## config.mk

```make
export PLATFORM = sky130hd
export DESIGN_NAME = pixel_scheduler
export DESIGN_NICKNAME = d
export VERILOG_FILES = /design/src/rtl/pixel_scheduler.sv
export SDC_FILE = /design/constraint.sdc
export NUM_CORES = 1
export LEC_CHECK = 0
export BUFFER_PORTS_ARGS = -buffer_cell sky130_fd_sc_hd__buf_2
export CORE_MARGIN = 2
export CORE_UTILIZATION = 55
export DETAILED_ROUTE_END_ITERATION = 8
export GPL_ROUTABILITY_DRIVEN = 0
export PLACE_DENSITY = 0.78
export REMOVE_ABC_BUFFERS = 1
export SYNTH_ARGS = -nofsm -noshare
export SYNTH_HDL_FRONTEND = slang
export SYNTH_SLANG_ARGS = --single-unit
```

## constraint.sdc

```tcl
create_clock -name out_stream_aclk -period 2.6 [get_ports out_stream_aclk]
set_clock_uncertainty 0.05 [all_clocks]
set_input_delay 0.65 -clock out_stream_aclk [delete_from_list [all_inputs] [get_ports out_stream_aclk]]
set_output_delay 0.65 -clock out_stream_aclk [all_outputs]
set_load 0.02 [all_outputs]
```

## src/rtl/pixel_scheduler.sv

```systemverilog
// pixel_scheduler: round-robin (x,y) dispatch to N_ENGINES depth engines, results re-serialised in raster order.
// Define PIXEL_SCHED_PERF_EN to add per-frame perf_frame_cycles / perf_stall_cycles outputs.
module pixel_scheduler #(
  parameter int N_ENGINES = 4,
  parameter int X_SIZE    = 640,
  parameter int Y_SIZE    = 480,
  parameter int DEPTH_W   = 8
) (
  input  logic                         out_stream_aclk,
  input  logic                         periph_resetn,
  input  logic                         run,
  output logic [N_ENGINES-1:0]         eng_start,
  output logic [9:0]                   eng_x,
  output logic [8:0]                   eng_y,
  input  logic [N_ENGINES-1:0]         eng_done,
  input  logic [N_ENGINES*DEPTH_W-1:0] eng_depth,
  output logic [DEPTH_W-1:0]           pix_depth,
  output logic                         pix_valid,
  input  logic                         pix_ready,
  output logic                         pix_sof,
  output logic                         pix_eol,
  output logic                         frame_done,
  output logic                         busy,
  output logic                         err
`ifdef PIXEL_SCHED_PERF_EN
  ,
  output logic [31:0]                  perf_frame_cycles,
  output logic [31:0]                  perf_stall_cycles
`endif
);
  localparam int PW = (N_ENGINES > 1) ? $clog2(N_ENGINES) : 1;
  localparam logic [PW-1:0] P_LAST = PW'(N_ENGINES - 1);
  typedef enum logic [1:0] {IDLE, BUSY, DONE} slot_t;
  slot_t                r_st     [N_ENGINES];
  slot_t                w_st_nxt [N_ENGINES];
  logic [DEPTH_W-1:0]   r_depth  [N_ENGINES];
  logic [N_ENGINES-1:0] r_sof, r_eol, r_last, r_eng_start, w_cap;
  logic [PW-1:0]        r_dp, r_op;
  logic [9:0]           r_x, r_eng_x;
  logic [8:0]           r_y, r_eng_y;
  logic                 r_frame_done, r_err;
  logic                 w_disp, w_acc, w_xl, w_yl, w_busy, w_err;

  assign w_disp     = run && (r_st[r_dp] == IDLE);
  assign pix_valid  = r_st[r_op] == DONE;
  assign w_acc      = pix_valid && pix_ready;
  assign w_xl       = r_x == 10'(X_SIZE - 1);
  assign w_yl       = r_y == 9'(Y_SIZE - 1);
  assign pix_depth  = r_depth[r_op];
  assign pix_sof    = pix_valid && r_sof[r_op];
  assign pix_eol    = pix_valid && r_eol[r_op];
  assign eng_start  = r_eng_start;
  assign eng_x      = r_eng_x;
  assign eng_y      = r_eng_y;
  assign frame_done = r_frame_done;
  assign busy       = w_busy;
  assign err        = r_err;

  // Dispatch needs IDLE, capture needs BUSY, accept needs DONE, so the three never collide on one slot.
  always_comb begin
    w_cap  = '0;
    w_busy = 1'b0;
    w_err  = 1'b0;
    for (int i = 0; i < N_ENGINES; i++) begin
      w_cap[i]    = eng_done[i] && (r_st[i] == BUSY);
      w_busy      = w_busy || (r_st[i] != IDLE);
      w_err       = w_err || (eng_done[i] && !w_cap[i]);
      w_st_nxt[i] = (w_disp && r_dp == PW'(i)) ? BUSY :
                    w_cap[i]                   ? DONE :
                    (w_acc && r_op == PW'(i))  ? IDLE : r_st[i];
    end
  end

  always_ff @(posedge out_stream_aclk or negedge periph_resetn) begin
    if (!periph_resetn) begin
      for (int i = 0; i < N_ENGINES; i++) begin
        r_st[i]    <= IDLE;
        r_depth[i] <= '0;
      end
      r_sof        <= '0;
      r_eol        <= '0;
      r_last       <= '0;
      r_eng_start  <= '0;
      r_dp         <= '0;
      r_op         <= '0;
      r_x          <= '0;
      r_y          <= '0;
      r_eng_x      <= '0;
      r_eng_y      <= '0;
      r_frame_done <= 1'b0;
      r_err        <= 1'b0;
    end else begin
      for (int i = 0; i < N_ENGINES; i++) begin
        r_st[i] <= w_st_nxt[i];
        if (w_cap[i]) r_depth[i] <= eng_depth[i*DEPTH_W +: DEPTH_W];
      end
      r_eng_start <= '0;
      if (w_disp) begin
        r_eng_start[r_dp] <= 1'b1;
        r_eng_x           <= r_x;
        r_eng_y           <= r_y;
        r_sof[r_dp]       <= (r_x == '0) && (r_y == '0);
        r_eol[r_dp]       <= w_xl;
        r_last[r_dp]      <= w_xl && w_yl;
        r_dp              <= (r_dp == P_LAST) ? '0 : r_dp + 1'b1;
        r_x               <= w_xl ? '0 : r_x + 10'd1;
        r_y               <= !w_xl ? r_y : w_yl ? '0 : r_y + 9'd1;
      end
      if (w_acc) r_op <= (r_op == P_LAST) ? '0 : r_op + 1'b1;
      r_frame_done <= w_acc && r_last[r_op];
      r_err        <= r_err || w_err;
    end
  end

`ifdef PIXEL_SCHED_PERF_EN
  // Dispatch of frame k+1 can begin before frame k drains, so start stamps are kept per frame parity.
  logic [31:0] r_cyc, r_stall, r_stall_snap, r_pf, r_ps;
  logic [31:0] r_t0 [2];
  logic        r_dpar, r_opar;

  always_ff @(posedge out_stream_aclk or negedge periph_resetn) begin
    if (!periph_resetn) begin
      r_cyc        <= '0;
      r_stall      <= '0;
      r_stall_snap <= '0;
      r_pf         <= '0;
      r_ps         <= '0;
      r_t0[0]      <= '0;
      r_t0[1]      <= '0;
      r_dpar       <= 1'b0;
      r_opar       <= 1'b0;
    end else begin
      r_cyc <= r_cyc + 32'd1;
      if (w_disp && r_x == '0 && r_y == '0) r_t0[r_dpar] <= r_cyc + 32'd1;
      if (w_disp && w_xl && w_yl) begin
        r_dpar       <= ~r_dpar;
        r_stall_snap <= r_stall;
        r_stall      <= '0;
      end else if (run && !w_disp) begin
        r_stall <= r_stall + 32'd1;
      end
      if (w_acc && r_last[r_op]) begin
        r_opar <= ~r_opar;
        r_pf   <= r_cyc + 32'd1 - r_t0[r_opar];
        r_ps   <= r_stall_snap;
      end
    end
  end

  assign perf_frame_cycles = r_pf;
  assign perf_stall_cycles = r_ps;
`endif
endmodule

```

Yosys cells after proc, flatten, opt, wreduce, memory -nomap -nowiden:

Cells that the tools add are included.

* flip-flop bits (word level): 100
* input port bits: 40
* output and inout bits: 37
* word-level logic and storage cells: 130

* add/sub/neg operators: 4
* magnitude comparators: 5
* equality and inequality tests: 13
* mux-type cells: 37
* bitwise operators: 2
* reduce and logical (&&, ||, !) cells: 49

Operators by type and width (count)
* 2-to-1 mux 2 bit: 18
* logical AND 1 bit: 24
* binary-select mux 8 bit (select 2 bit): 1
* 2-to-1 mux 8 bit: 2
* bitwise mux 4 bit: 3
* equality test 2 x 1 -> 1 bit, second input constant: 6
* nonzero test 3 bit: 4
* adder 10 x 1 -> 10 bit, second input constant: 1
* equality test 10 bit, second input constant: 1
* equality test 2 bit, second input constant: 5
* logical NOT 10 bit: 1
* 2-to-1 mux 10 bit: 1
* adder 9 x 1 -> 9 bit, second input constant: 1
* equality test 9 bit, second input constant: 1
* logical NOT 9 bit: 1
* 2-to-1 mux 9 bit: 1
* binary-select mux 2 bit (select 2 bit): 2
* nonzero test 2 bit: 4
* logical OR 1 bit: 7
* binary-select mux 1 bit (select 2 bit): 3
* >= comparator 3 bit, second input constant: 2
* logical NOT 2 bit: 3
* less-than comparator 2 x 3 -> 1 bit, second input constant: 2
* inverter 2 -> 3 bit: 2
* 7 further kinds: 14

Longest topological paths before layout:

Gate-level depths: netlist of run 1.

* depth after elaboration: 10
* gate-level depth with buffers: 6
* gate-level depth less buffers: 6

Worst setup path before layout of run 1:

OpenSTA, ideal clock, no wires.

* kind: flip-flop to output port
* from: register r_op[1]
* to: output port pix_eol
* data arrival time: 1.580 ns
* data required time: 1.900 ns
* slack: 0.320 ns
* cell stages (with the launch flop): 5
* path buffers: 1
* path through: dfrtp_1 > inv_1 > mux4_2 > clkbuf_1 > nor2b_1

* word-level cells in the longest chain between the ends: 6
* elaborated cells between the ends (all ways): 8
* classes of those cells: eq/ne: 1; mux: 5; bitwise: 1; reduce/logical: 1

RTL lines
* start: declaration: line 38 `logic [PW-1:0] r_dp, r_op;`
* start signal: assignment: line 109 `if (w_acc) r_op <= (r_op == P_LAST) ? '0 : r_op + 1'b1;`
* inverter 2 -> 3 bit (not written as such): line 45 `assign pix_valid = r_st[r_op] == DONE;`
* binary-select mux 2 bit (select 2 bit): line 45
* 2-to-1 mux 2 bit (not written as such) (2 in series): line 45
* equality test 2 bit: line 45
* logical AND 1 bit (*): line 51 `assign pix_eol = pix_valid && r_eol[r_op];`
* end: declaration: line 21 `output logic pix_eol,`

Every way passes the cells marked *; elsewhere a longest branch is shown, timed or not. The select of a mux whose other input is x is not followed.

Worst setup path after layout of run 1:

* from: register r_op[1]
* to: output port pix_sof

* word-level cells in the longest chain between the ends: 6
* elaborated cells between the ends (all ways): 8
* classes of those cells: eq/ne: 1; mux: 5; bitwise: 1; reduce/logical: 1

RTL lines
* inverter 2 -> 3 bit (not written as such): line 45
* binary-select mux 2 bit (select 2 bit): line 45
* 2-to-1 mux 2 bit (not written as such) (2 in series): line 45
* equality test 2 bit: line 45
* logical AND 1 bit (*): line 50 `assign pix_sof = pix_valid && r_sof[r_op];`
* end: declaration: line 20 `output logic pix_sof,`

Marked as above.

==> run_results.csv, run 1 <==
group,metric,value,unit
status,status,"complete, no violations",
timing,slew_viol_final,0,
floorplan,core_area,8299,um2
drt,drt-met1-wl,4413,um
synthesis,synthDistinctLibCells,39,
clock_network,cts-root-buf,"clkbuf_8",
cells_and_area,antennaDiodeCount,0,
global_route,first_global_vias,3370,
timing,grt_setup_unrepaired,"yes",
drt,wl_per_cell,18.36,um
setup_path,arrival,1.87,ns
drt,finalWirelength,10320,um
synthesis,synth-warning-count,0,
timing,setup_violations,0,
setup_path,worstPathRequired,1.90,ns
clock_network,cts_buffers,9,
synthesis,synth_area,4738,um2
synthesis,yosysTopAreaCellShare,52.81,%
pwr,pwr_density_cell,1059,nW/um2
floorplan,die_height,96.82,um
floorplan,io_pins,77,
timing,fin_crit_sh,98.66,%
synthesis,synthTopCellsByArea,"dfrtp_1 (53%), mux2_2 (16%), mux4_2 (6.7%), ha_1 (3.2%), nand4_1 (1.7%)",
synthesis,synth-edff-count,0,
drt,drc,0,
synthesis,ys_seq_area_share,52.81,%
global_route,antenna_found_initial,0,
synthesis,ys_dominant_reg_cell,"dfrtp_1",
pwr,p_leak,2.628,nW
clock_network,clk_latency,0.37,ns
timing,maxSlewHeadroom,56.02,%
synthesis,synthTopCellsByCount,"dfrtp_1 (100), mux2_2 (69), nor2_1 (18)",
drt,drt_iter0_drc,241,
clock_network,htree_levels,3,
cells_and_area,drive_gt1_share,42.67,%
cells_and_area,instances_no_fill,562,
cells_and_area,syn2layout_area_growth,16.11,%
drt,drt-pass1-iter-count,4,
drt,routed_via_density,5.911,
pwr,ir_drop,510.3,uV
drt,highest_layer,"met4",
clock_network,cts_sinks,100,
drt,num_vias,3322,
global_route,grt_first_pass_wirelength,16750,um
synthesis,synth_most_common_cell,"dfrtp_1",
placed_design,dp_hpwl,6882,um
timing,hold_viol_final,0,
setup_path,critPathKind,"reg2out",
worst_hold_path,timing.hold.worst.class,"in2async",
synthesis,ys_ff_latch,100,
floorplan,row_count,33,
clock_network,ctsHoldBuffers,0,
timing,fmax,0.3898,GHz
synthesis,synth_cells,372,
drt,antenna_left,0,
global_route,grt_start_max_net_pins,60,
floorplan,initial_core_util,57.09,%
clock_network,cts.clk_slew.worst_paths,0.10,ns
timing,fin_crit,2.565,ns
global_route,overflow,0,
cells_and_area,nNetsFinal,504,
drt,routed-wl-met3,609,um
setup_path,cp-start-kind,"register",
setup_path,crit_fanout,7,
clock_network,cts_tree,"built",
cells_and_area,utilization,66.29,%
synthesis,async_flop_share,100.0,%
placed_design,placed_cells_incl_taps,541,
synthesis,syn_area_per_cell,12.74,um2
drt,met2_length,5125,um
job,drv_cap,0,
timing,tightest_slew,0.6577,ns
floorplan,design.die.area,9373,um2
clock_network,clock_path_buffers,2,
placed_design,io_buffers,76,
setup_path,cp-end-kind,"output port",
synthesis,synth_top_area_cell,"dfrtp_1",
floorplan,die-width,96.82,um
global_route,track_usage,22.44,%
[what timing repair did]
item / 4_1_cts / 5_1_grt
gates resized for setup: 2 / 8
endpoints found under the setup margin: 2 / 7
buffers inserted: 1 / 4
[layout make-up]
cell class / count / area (um2)
fillers: 603 / 2798
flip-flops and latches: 100 / 2504
multi-input cells: 236 / 2126
repair buffers: 88 / 494.2
well taps: 105 / 131.4
clock buffers: 9 / 123.9
inverters: 17 / 63.81
clock inverters: 7 / 58.81
[state kept, by name, summed over array words and instances (netlist names)]
| name | flops |
|---|---|
| r_depth | 32 |
| r_y | 9 |
| r_last | 4 |
| r_dp | 2 |
| r_st | 8 |
| eng_x | 10 |
| r_eol | 4 |
| eng_start | 4 |
| r_op | 2 |
| frame_done | 1 |
| err | 1 |
| r_x | 10 |
| r_sof | 4 |
| eng_y | 9 |
[metal layers]
metal	vias to the layer above	global-route usage, %
li1	1512	-
met1	1676	31.29
met2	120	34.51
met3	14	4.769
met4	0	9.317
met5	-	0
[power by group]
| part | internal [mW] | total [mW] | leakage (nW) | switching (mW) |
|---|---|---|---|---|
| clock network | 0.363 | 0.935 | 0.0921 | 0.571 |
| logic | 1.19 | 2.56 | 1.27 | 1.37 |
| registers | 2.00 | 2.33 | 1.27 | 0.328 |
| total | 3.56 | 5.83 | 2.63 | 2.27 |
[placed cells by master, fill, tap and decap left out, drive strengths merged, types with 3 or more instances in the layout]
master | synthesis | final
xnor2 | 6 | 6
clkinv | 0 | 3
inv | 17 | 20
a21oi | 6 | 6
nand2b | 6 | 6
dfrtp | 100 | 100
o41ai | 3 | 3
mux2 | 69 | 69
buf | 6 | 88
nor4 | 3 | 3
mux2i | 3 | 3
nand2 | 16 | 16
or2 | 4 | 4
nor3 | 3 | 3
nand3b | 4 | 4
nand4 | 13 | 13
mux4 | 14 | 14
nand3 | 8 | 8
and3 | 8 | 8
o21ai | 14 | 14
nor2b | 4 | 4
and2 | 3 | 3
clkbuf | 13 | 9
o21bai | 3 | 3
nor2 | 18 | 18
ha | 12 | 12
[cells by family (layout without fill, tap and decap cells)]
| family | after synthesis | in the layout | synth area share, % |
|---|---|---|---|
| mux | 86 | 86 | 23.69 |
| compound gates | 36 | 36 | 4.753 |
| xor+xnor | 6 | 6 | 1.109 |
| flops | 100 | 100 | 52.81 |
| buf+inv | 36 | 121 | 2.984 |
| fa+ha+maj | 12 | 12 | 3.169 |
| simple gates | 96 | 96 | 11.49 |
[critical path: stages (launching register included)]
cell and delay (ns):
dfrtp_1 0.40, inv_1 0.14, mux4_2 0.65, nor2b_2 0.16, buf_4 0.15
[worst paths after layout]
kind	start	endpoint	slack (ns)	cells after the start
setup / recovery	r_op[1]	pix_sof	0.03	4
hold / removal	periph_resetn	eng_x[2]	0.21	1
min in group out_stream_aclk	eng_depth[31]	r_depth[7]	0.45	2
setup reg to reg	r_st[3]	r_y[5]	0.27	4
max in group asynchronous	periph_resetn	r_st[2]	1.59	2
hold reg to reg	eng_x[5]	eng_x[5]	0.46	1
[metrics by stage]
| stage | area [um2] | setup WS (ns) | power, mW | setup TNS, ns | hold slack [ns] |
|---|---|---|---|---|---|
| floorplan | 4661 | 0.2139 | 3.992 | 0 | 0.3044 |
| finish | 5502 | 0.03482 | 5.827 | 0 | 0.2060 |
| global placement | 5240 | 0.3205 | 4.641 | 0 | 0.4282 |
| CTS | 5435 | 0.004560 | 5.706 | 0 | 0.2140 |
| global route | 5502 | -0.06299 | 6.193 | -0.1249 | 0.2359 |
| detailed placement | 5240 | 0.2894 | 4.748 | 0 | 0.4383 |
(Power assumes the default switching activity.)
==> run 2: changes to the inputs <==
--- a/config.mk
+++ b/config.mk
@@ -5,13 +5,16 @@
 export SDC_FILE = /design/constraint.sdc
 export NUM_CORES = 1
 export LEC_CHECK = 0
+export ABC_AREA = 1
 export BUFFER_PORTS_ARGS = -buffer_cell sky130_fd_sc_hd__buf_2
+export CORE_ASPECT_RATIO = 0.9
 export CORE_MARGIN = 2
 export CORE_UTILIZATION = 55
 export DETAILED_ROUTE_END_ITERATION = 8
 export GPL_ROUTABILITY_DRIVEN = 0
 export PLACE_DENSITY = 0.78
 export REMOVE_ABC_BUFFERS = 1
+export SETUP_SLACK_MARGIN = 0.1
 export SYNTH_ARGS = -nofsm -noshare
 export SYNTH_HDL_FRONTEND = slang
 export SYNTH_SLANG_ARGS = --single-unit
==> run 2 against run 1 <==
Wire length increased by 13%. Final cell count grew 43%. Count of clock-buffer cells in the layout stayed put. Final area increased by 3.8%. Utilization is essentially flat. Critical path depth is 2 higher. Flip-flop and latch count is the same. Largest power group unchanged. Non-clock buffer count is 3 lower.
==> run_results.csv, run 2 <==
group,metric,value,unit
pwr,seqPwrFrac,39.7,%
synthesis,ys_ff_latch,100,
clock_network,cts_tree,"built",
clock_network,clock_path_buffers,2,
global_route,first_global_vias,3967,
pwr,p_leak,2.976,nW
synthesis,synth_cells,600,
setup_path,worstPathRequired,1.90,ns
timing,fin_setup_tns,0,ns
drt,antenna_left,0,
placed_design,placed_cells_incl_taps,789,
drt,wl_per_cell,14.41,um
floorplan,row_count,32,
pwr,combPwrFrac,40.2,%
synthesis,yosysTopAreaCellShare,50.99,%
setup_path,cp-start-kind,"register",
setup_path,crit_family,"flip-flops",
timing,grt_setup_unrepaired,"no",
global_route,grt_use_met3,5.645,%
setup_path,critPathKind,"reg2out",
setup_path,cp-end-kind,"output port",
worst_hold_path,timing.hold.worst.class,"in2async",
global_route,grt_start_max_net_pins,46,
global_route,grtUsageMet2,38.41,%
cells_and_area,nNetsFinal,734,
clock_network,htree_levels,3,
pwr,p_clk_share,20.2,%
cells_and_area,top_register,"r_depth",
setup_path,slowest_delay,0.48,ns
synthesis,async_flop_share,100.0,%
setup_path,crit_slowest_cell,"dfrtp_2",
drt,drc,0,
placed_design,dp_hpwl,8227,um
synthesis,synthTopCellsByCount,"nand2_1 (218), dfrtp_1 (100), o21ai_0 (51)",
placed_design,pre_cts_ws,0.3990,ns
synthesis,syn_area_per_cell,8.179,um2
synthesis,synthDistinctLibCells,28,
floorplan,die_height,93.61,um
pwr,p_sw,2.495,mW
timing,maxSlewHeadroom,61.80,%
clock_network,clk_latency,0.38,ns
cells_and_area,layout.cells.most_common_list,"nand2_1 (218), dfrtp_1 (99), buf_2 (75)",
global_route,use_met1,36.12,%
synthesis,ys_seq_area_share,50.99,%
timing,hold_ws,0.2111,ns
placed_design,io_buffers,76,
timing,fin_crit,2.442,ns
synthesis,synth_top_area_cell,"dfrtp_1",
setup_path,r2r_slack,0.68,ns
drt,drt_iter0_drc,287,
drt,num_vias,4339,
timing,fin_crit_sh,93.94,%
cells_and_area,final_common_cell,"nand2_1",
job,drv_cap,0,
drt,routed_via_density,5.383,
timing,slew_viol_final,0,
setup_path,arrival,1.74,ns
synthesis,ys_dominant_reg_cell,"dfrtp_1",
floorplan,initial_core_util,57.01,%
timing,fmax,0.4094,GHz
status,status,"complete, no violations",
pwr,switching_share,42.04,%
global_route,busiest_layer,"met2",
timing,setup_violations,0,
setup_path,path_buf_inv,2,
setup_path,crit_fanout,22,
cells_and_area,instances_no_fill,806,
floorplan,die-width,103.6,um
cells_and_area,syn2layout_area_growth,16.34,%
synthesis,synthTopCellsByArea,"dfrtp_1 (51%), nand2_1 (17%), o21ai_0 (5.2%), nand3_1 (4.3%), nor2_1 (3.5%)",
cells_and_area,drive_gt1_share,20.23,%
cells_and_area,antennaDiodeCount,0,
clock_network,cts.clk_slew.worst_paths,0.10,ns
global_route,overflow,0,
synthesis,synth_area,4907,um2
floorplan,design.die.area,9695,um2
drt,finalWirelength,11610,um
global_route,grt_first_pass_wirelength,19360,um
global_route,antenna_found_initial,0,
clock_network,cts_sinks,100,
global_route,track_usage,25.35,%
floorplan,core_area,8608,um2
timing,tightest_slew,0.5730,ns
cells_and_area,largest_reg_flops,32,
drt,drt-pass1-iter-count,5,
synthesis,synth-warning-count,0,
synthesis,synth_most_common_cell,"nand2_1",
pwr,internal-power,3.440,mW
floorplan,io_pins,77,
clock_network,cts-root-buf,"clkbuf_8",
pwr,ir_drop,577.1,uV
timing,final.setup.worst_slack,0.1575,ns
setup_path,cp_cell_sequence,"buf_12, nand3_1, nand3_2, nand2_1, a21oi_1, buf_2",
synthesis,synth-edff-count,0,
pwr,total_power,5.935,mW
timing,hold_viol_final,0,
pwr,pwr_density_cell,1040,nW/um2
clock_network,cts_buffers,9,
[run 2: changes by cell type after synthesis, moves of 8 or more]
cell,previous run,this run
o21ai_2,0,19
nand3_1,8,42
mux2_2,69,0
mux4_2,14,0
and3_1,8,0
nor2_1,18,46
o21ai_0,14,51
nand2_1,16,218
inv_1,17,40
[run 2: worst paths after layout]
check	from	end	cells after the start
hold reg to reg	eng_x[8]	eng_x[8]	2
min in group out_stream_aclk	eng_depth[6]	r_depth[30]	3
setup reg to reg	r_x[0]	r_x[9]	6
max in group asynchronous	periph_resetn	r_op[0]	2
hold / removal	periph_resetn	eng_y[6]	1
setup / recovery	r_op[0]	pix_sof	6
[run 2: kinds of logic after synthesis]
| group | after synthesis | synth area share [%] |
|---|---|---|
| AOI/OAI and AO/OA | 88 | 10.71 |
| xor gates and xnor gates | 5 | 0.8926 |
| adders and majority gates | 12 | 3.060 |
| buffers and inverters | 63 | 5.762 |
| DFF | 100 | 50.99 |
| and+or+nand+nor | 332 | 28.58 |
[run 2: final cells by class]
cell class              instances  area (um2)
fillers                       735        2899
flip-flops and latches        100        2504
multi-input cells             437        2132
repair buffers                 85       488.0
inverters                      49       190.2
well taps                     119       148.9
clock buffers                   9       123.9
clock inverters                 7       122.6
[run 2: routing by layer]
layer	share of wire [%]	vias up
met1	45	2043
li1	-	2102
met5	0	-
met2	46	172
met3	6.8	22
met4	2.0	0
[run 2: power by group through the flow]
| stage | clock (mW) | sequential, mW | combinational [mW] |
|---|---|---|---|
| after global placement | 0 | 2.35 | 2.23 |
| final | 1.20 | 2.35 | 2.38 |
| after global routing | 1.29 | 2.40 | 2.67 |
| after CTS | 1.21 | 2.34 | 2.34 |
| after detailed placement | 0 | 2.35 | 2.32 |
| after floorplan | 0 | 2.36 | 1.50 |
[run 2: timing repair]
| action | CTS | global route |
|---|---|---|
| setup buffers | 0 | 1 |
| hold buffers | 0 | 0 |
| setup endpoints to repair | 3 | 10 |
| gates resized for setup | 2 | 6 |
[run 2: per-stage QoR]
| step | cell area, um2 | utilization (%) |
|---|---|---|
| after floorplan | 4808 | - |
| after global placement | 5425 | 63.02 |
| after detailed placement | 5425 | 63.02 |
| after CTS | 5677 | 65.94 |
| after global routing | 5709 | 66.32 |
| final | 5709 | 66.32 |
==> run 3: changes to the inputs <==
--- a/config.mk
+++ b/config.mk
@@ -5,7 +5,6 @@
 export SDC_FILE = /design/constraint.sdc
 export NUM_CORES = 1
 export LEC_CHECK = 0
-export ABC_AREA = 1
 export BUFFER_PORTS_ARGS = -buffer_cell sky130_fd_sc_hd__buf_2
 export CORE_ASPECT_RATIO = 0.9
 export CORE_MARGIN = 2
==> run 3 against run 2 <==
Sequential share of layout area increased by 1.3 points. Via count decreased by 23%. Final area decreased by 2.9%. Total power is 1.2% lower. Final cell count fell by 28%. Critical path depth shrank 2. Sequential power hardly changed. Register-to-register slack lost 0.49 ns. Non-clock buffer count grew 8. Global-route usage down 2.3 points. Highest routed layer unchanged.
==> run_results.csv, run 3 (synthesized netlist as in run 1, its figures left out) <==
group,metric,value,unit
status,status,"complete, no violations",
placed_design,io_buffers,76,
timing,setup_violations,0,
clock_network,cts_sinks,100,
clock_network,cts_buffers,9,
cells_and_area,utilization,65.32,%
timing,fin_setup_tns,0,ns
floorplan,row_count,32,
floorplan,initial_core_util,55.82,%
setup_path,arrival,1.77,ns
placed_design,placed_cells_incl_taps,555,
timing,grt_setup_unrepaired,"yes",
floorplan,core_area,8488,um2
timing,maxSlewHeadroom,55.02,%
clock_network,clock_path_buffers,2,
clock_network,htree_levels,3,
drt,routed_via_density,5.719,
worst_hold_path,timing.hold.worst.class,"in2async",
global_route,grt_first_pass_wirelength,16490,um
cells_and_area,syn2layout_area_growth,17.01,%
floorplan,die_height,92.06,um
floorplan,design.die.area,9375,um2
drt,num_vias,3323,
drt,drt_iter0_drc,229,
clock_network,cts.clk_slew.worst_paths,0.10,ns
drt,finalWirelength,10220,um
clock_network,clk_latency,0.37,ns
global_route,grt_start_max_net_pins,44,
timing,slew_viol_final,0,
global_route,track_usage,23.08,%
global_route,overflow,0,
global_route,first_global_vias,3288,
pwr,total_power,5.861,mW
setup_path,cp-start-kind,"register",
cells_and_area,antennaDiodeCount,0,
cells_and_area,layout.cells.most_common_list,"dfrtp_1 (99), buf_2 (73), mux2_2 (69)",
pwr,pwr_density_cell,1057,nW/um2
job,drv_cap,0,
drt,drc,0,
setup_path,worstPathRequired,1.90,ns
drt,wl_per_cell,17.60,um
cells_and_area,drive_gt1_share,42.86,%
pwr,p_leak,2.651,nW
timing,hold_viol_final,0,
timing,fin_crit,2.471,ns
cells_and_area,largest_reg_flops,32,
drt,antenna_left,0,
pwr,ir_drop,517.3,uV
cells_and_area,instances_no_fill,581,
floorplan,io_pins,77,
timing,fin_crit_sh,95.03,%
placed_design,dp_hpwl,6963,um
cells_and_area,final_common_cell,"dfrtp_1",
floorplan,die-width,101.8,um
cells_and_area,top_register,"r_depth",
setup_path,crit_fanout,6,
setup_path,r2r_slack,0.19,ns
drt,drt-pass1-iter-count,5,
clock_network,cts-root-buf,"clkbuf_8",
timing,tightest_slew,0.6726,ns
global_route,antenna_found_initial,0,
setup_path,critPathKind,"reg2out",
setup_path,cp-end-kind,"output port",
cells_and_area,nNetsFinal,509,
clock_network,cts_tree,"built",
timing,fmax,0.4048,GHz
run 3: cell count changes in the layout (fill, tap and decap cells not counted), sizes merged, moves of 8 or more:
cell	previous run	this run
and3	0	8
mux2	0	69
nand3	44	8
inv	45	19
buf	85	93
o21ai	76	14
nand2	222	16
mux4	0	14
nor2	49	18
run 3: critical path, cell delays in order (launching register included):
cell and delay [ns]:
dfrtp_1 0.44, nand2b_1 0.16, mux4_2 0.53, nor2b_1 0.14, buf_4 0.15
run 3: where the power goes:
group          switching (mW)  internal [mW]  leakage [nW]
Sequential              0.325           2.00          1.27
Combinational            1.35           1.22          1.29
Clock                   0.593          0.373        0.0987
Total                    2.27           3.59          2.65
run 3: what timing repair did:
item	CTS	global route
gates cloned	0	0
endpoints found under the setup margin	11	4
pin swaps	0	0
resized for setup	1	6
hold buffers	0	0
buffers inserted	5	5
run 3: worst paths after layout:
check | from | endpoint | depth (start not counted)
setup / recovery | r_st[2] | pix_eol | 4
hold / removal | periph_resetn | eng_x[4] | 1
setup reg to reg | r_st[0] | r_y[5] | 5
hold reg to reg | err | err | 2
max in group asynchronous | periph_resetn | eng_x[9] | 2
min in group out_stream_aclk | eng_depth[19] | r_depth[11] | 2
run 3: area by class of cell:
class                           count  area [um2]
Clock buffer                        9       123.9
Clock inverter                      7       71.32
Fill cell                         654        2944
Inverter                           17       63.81
Multi-Input combinational cell    236        2101
Sequential cell                   100        2504
Tap cell                          119       148.9
Timing Repair Buffer               93       531.8
run 3: layer usage:
| layer | track usage, % | share of wire (%) |
|---|---|---|
| met1 | 34.56 | 45 |
| met2 | 34.05 | 48 |
| met3 | 4.116 | 4.7 |
| met4 | 8.222 | 1.7 |
| met5 | 0 | 0 |
run 3: through the flow:
step | instance area (um2) | hold WS [ns] | worst slack (ns)
final | 5544 | 0.2085 | 0.1293
after detailed placement | 5258 | 0.4349 | 0.2244
after CTS | 5492 | 0.2232 | 0.1041
after global routing | 5544 | 0.2489 | 0.03498
after global placement | 5258 | 0.4286 | 0.4050
after floorplan | 4661 | 0.3044 | 0.2139
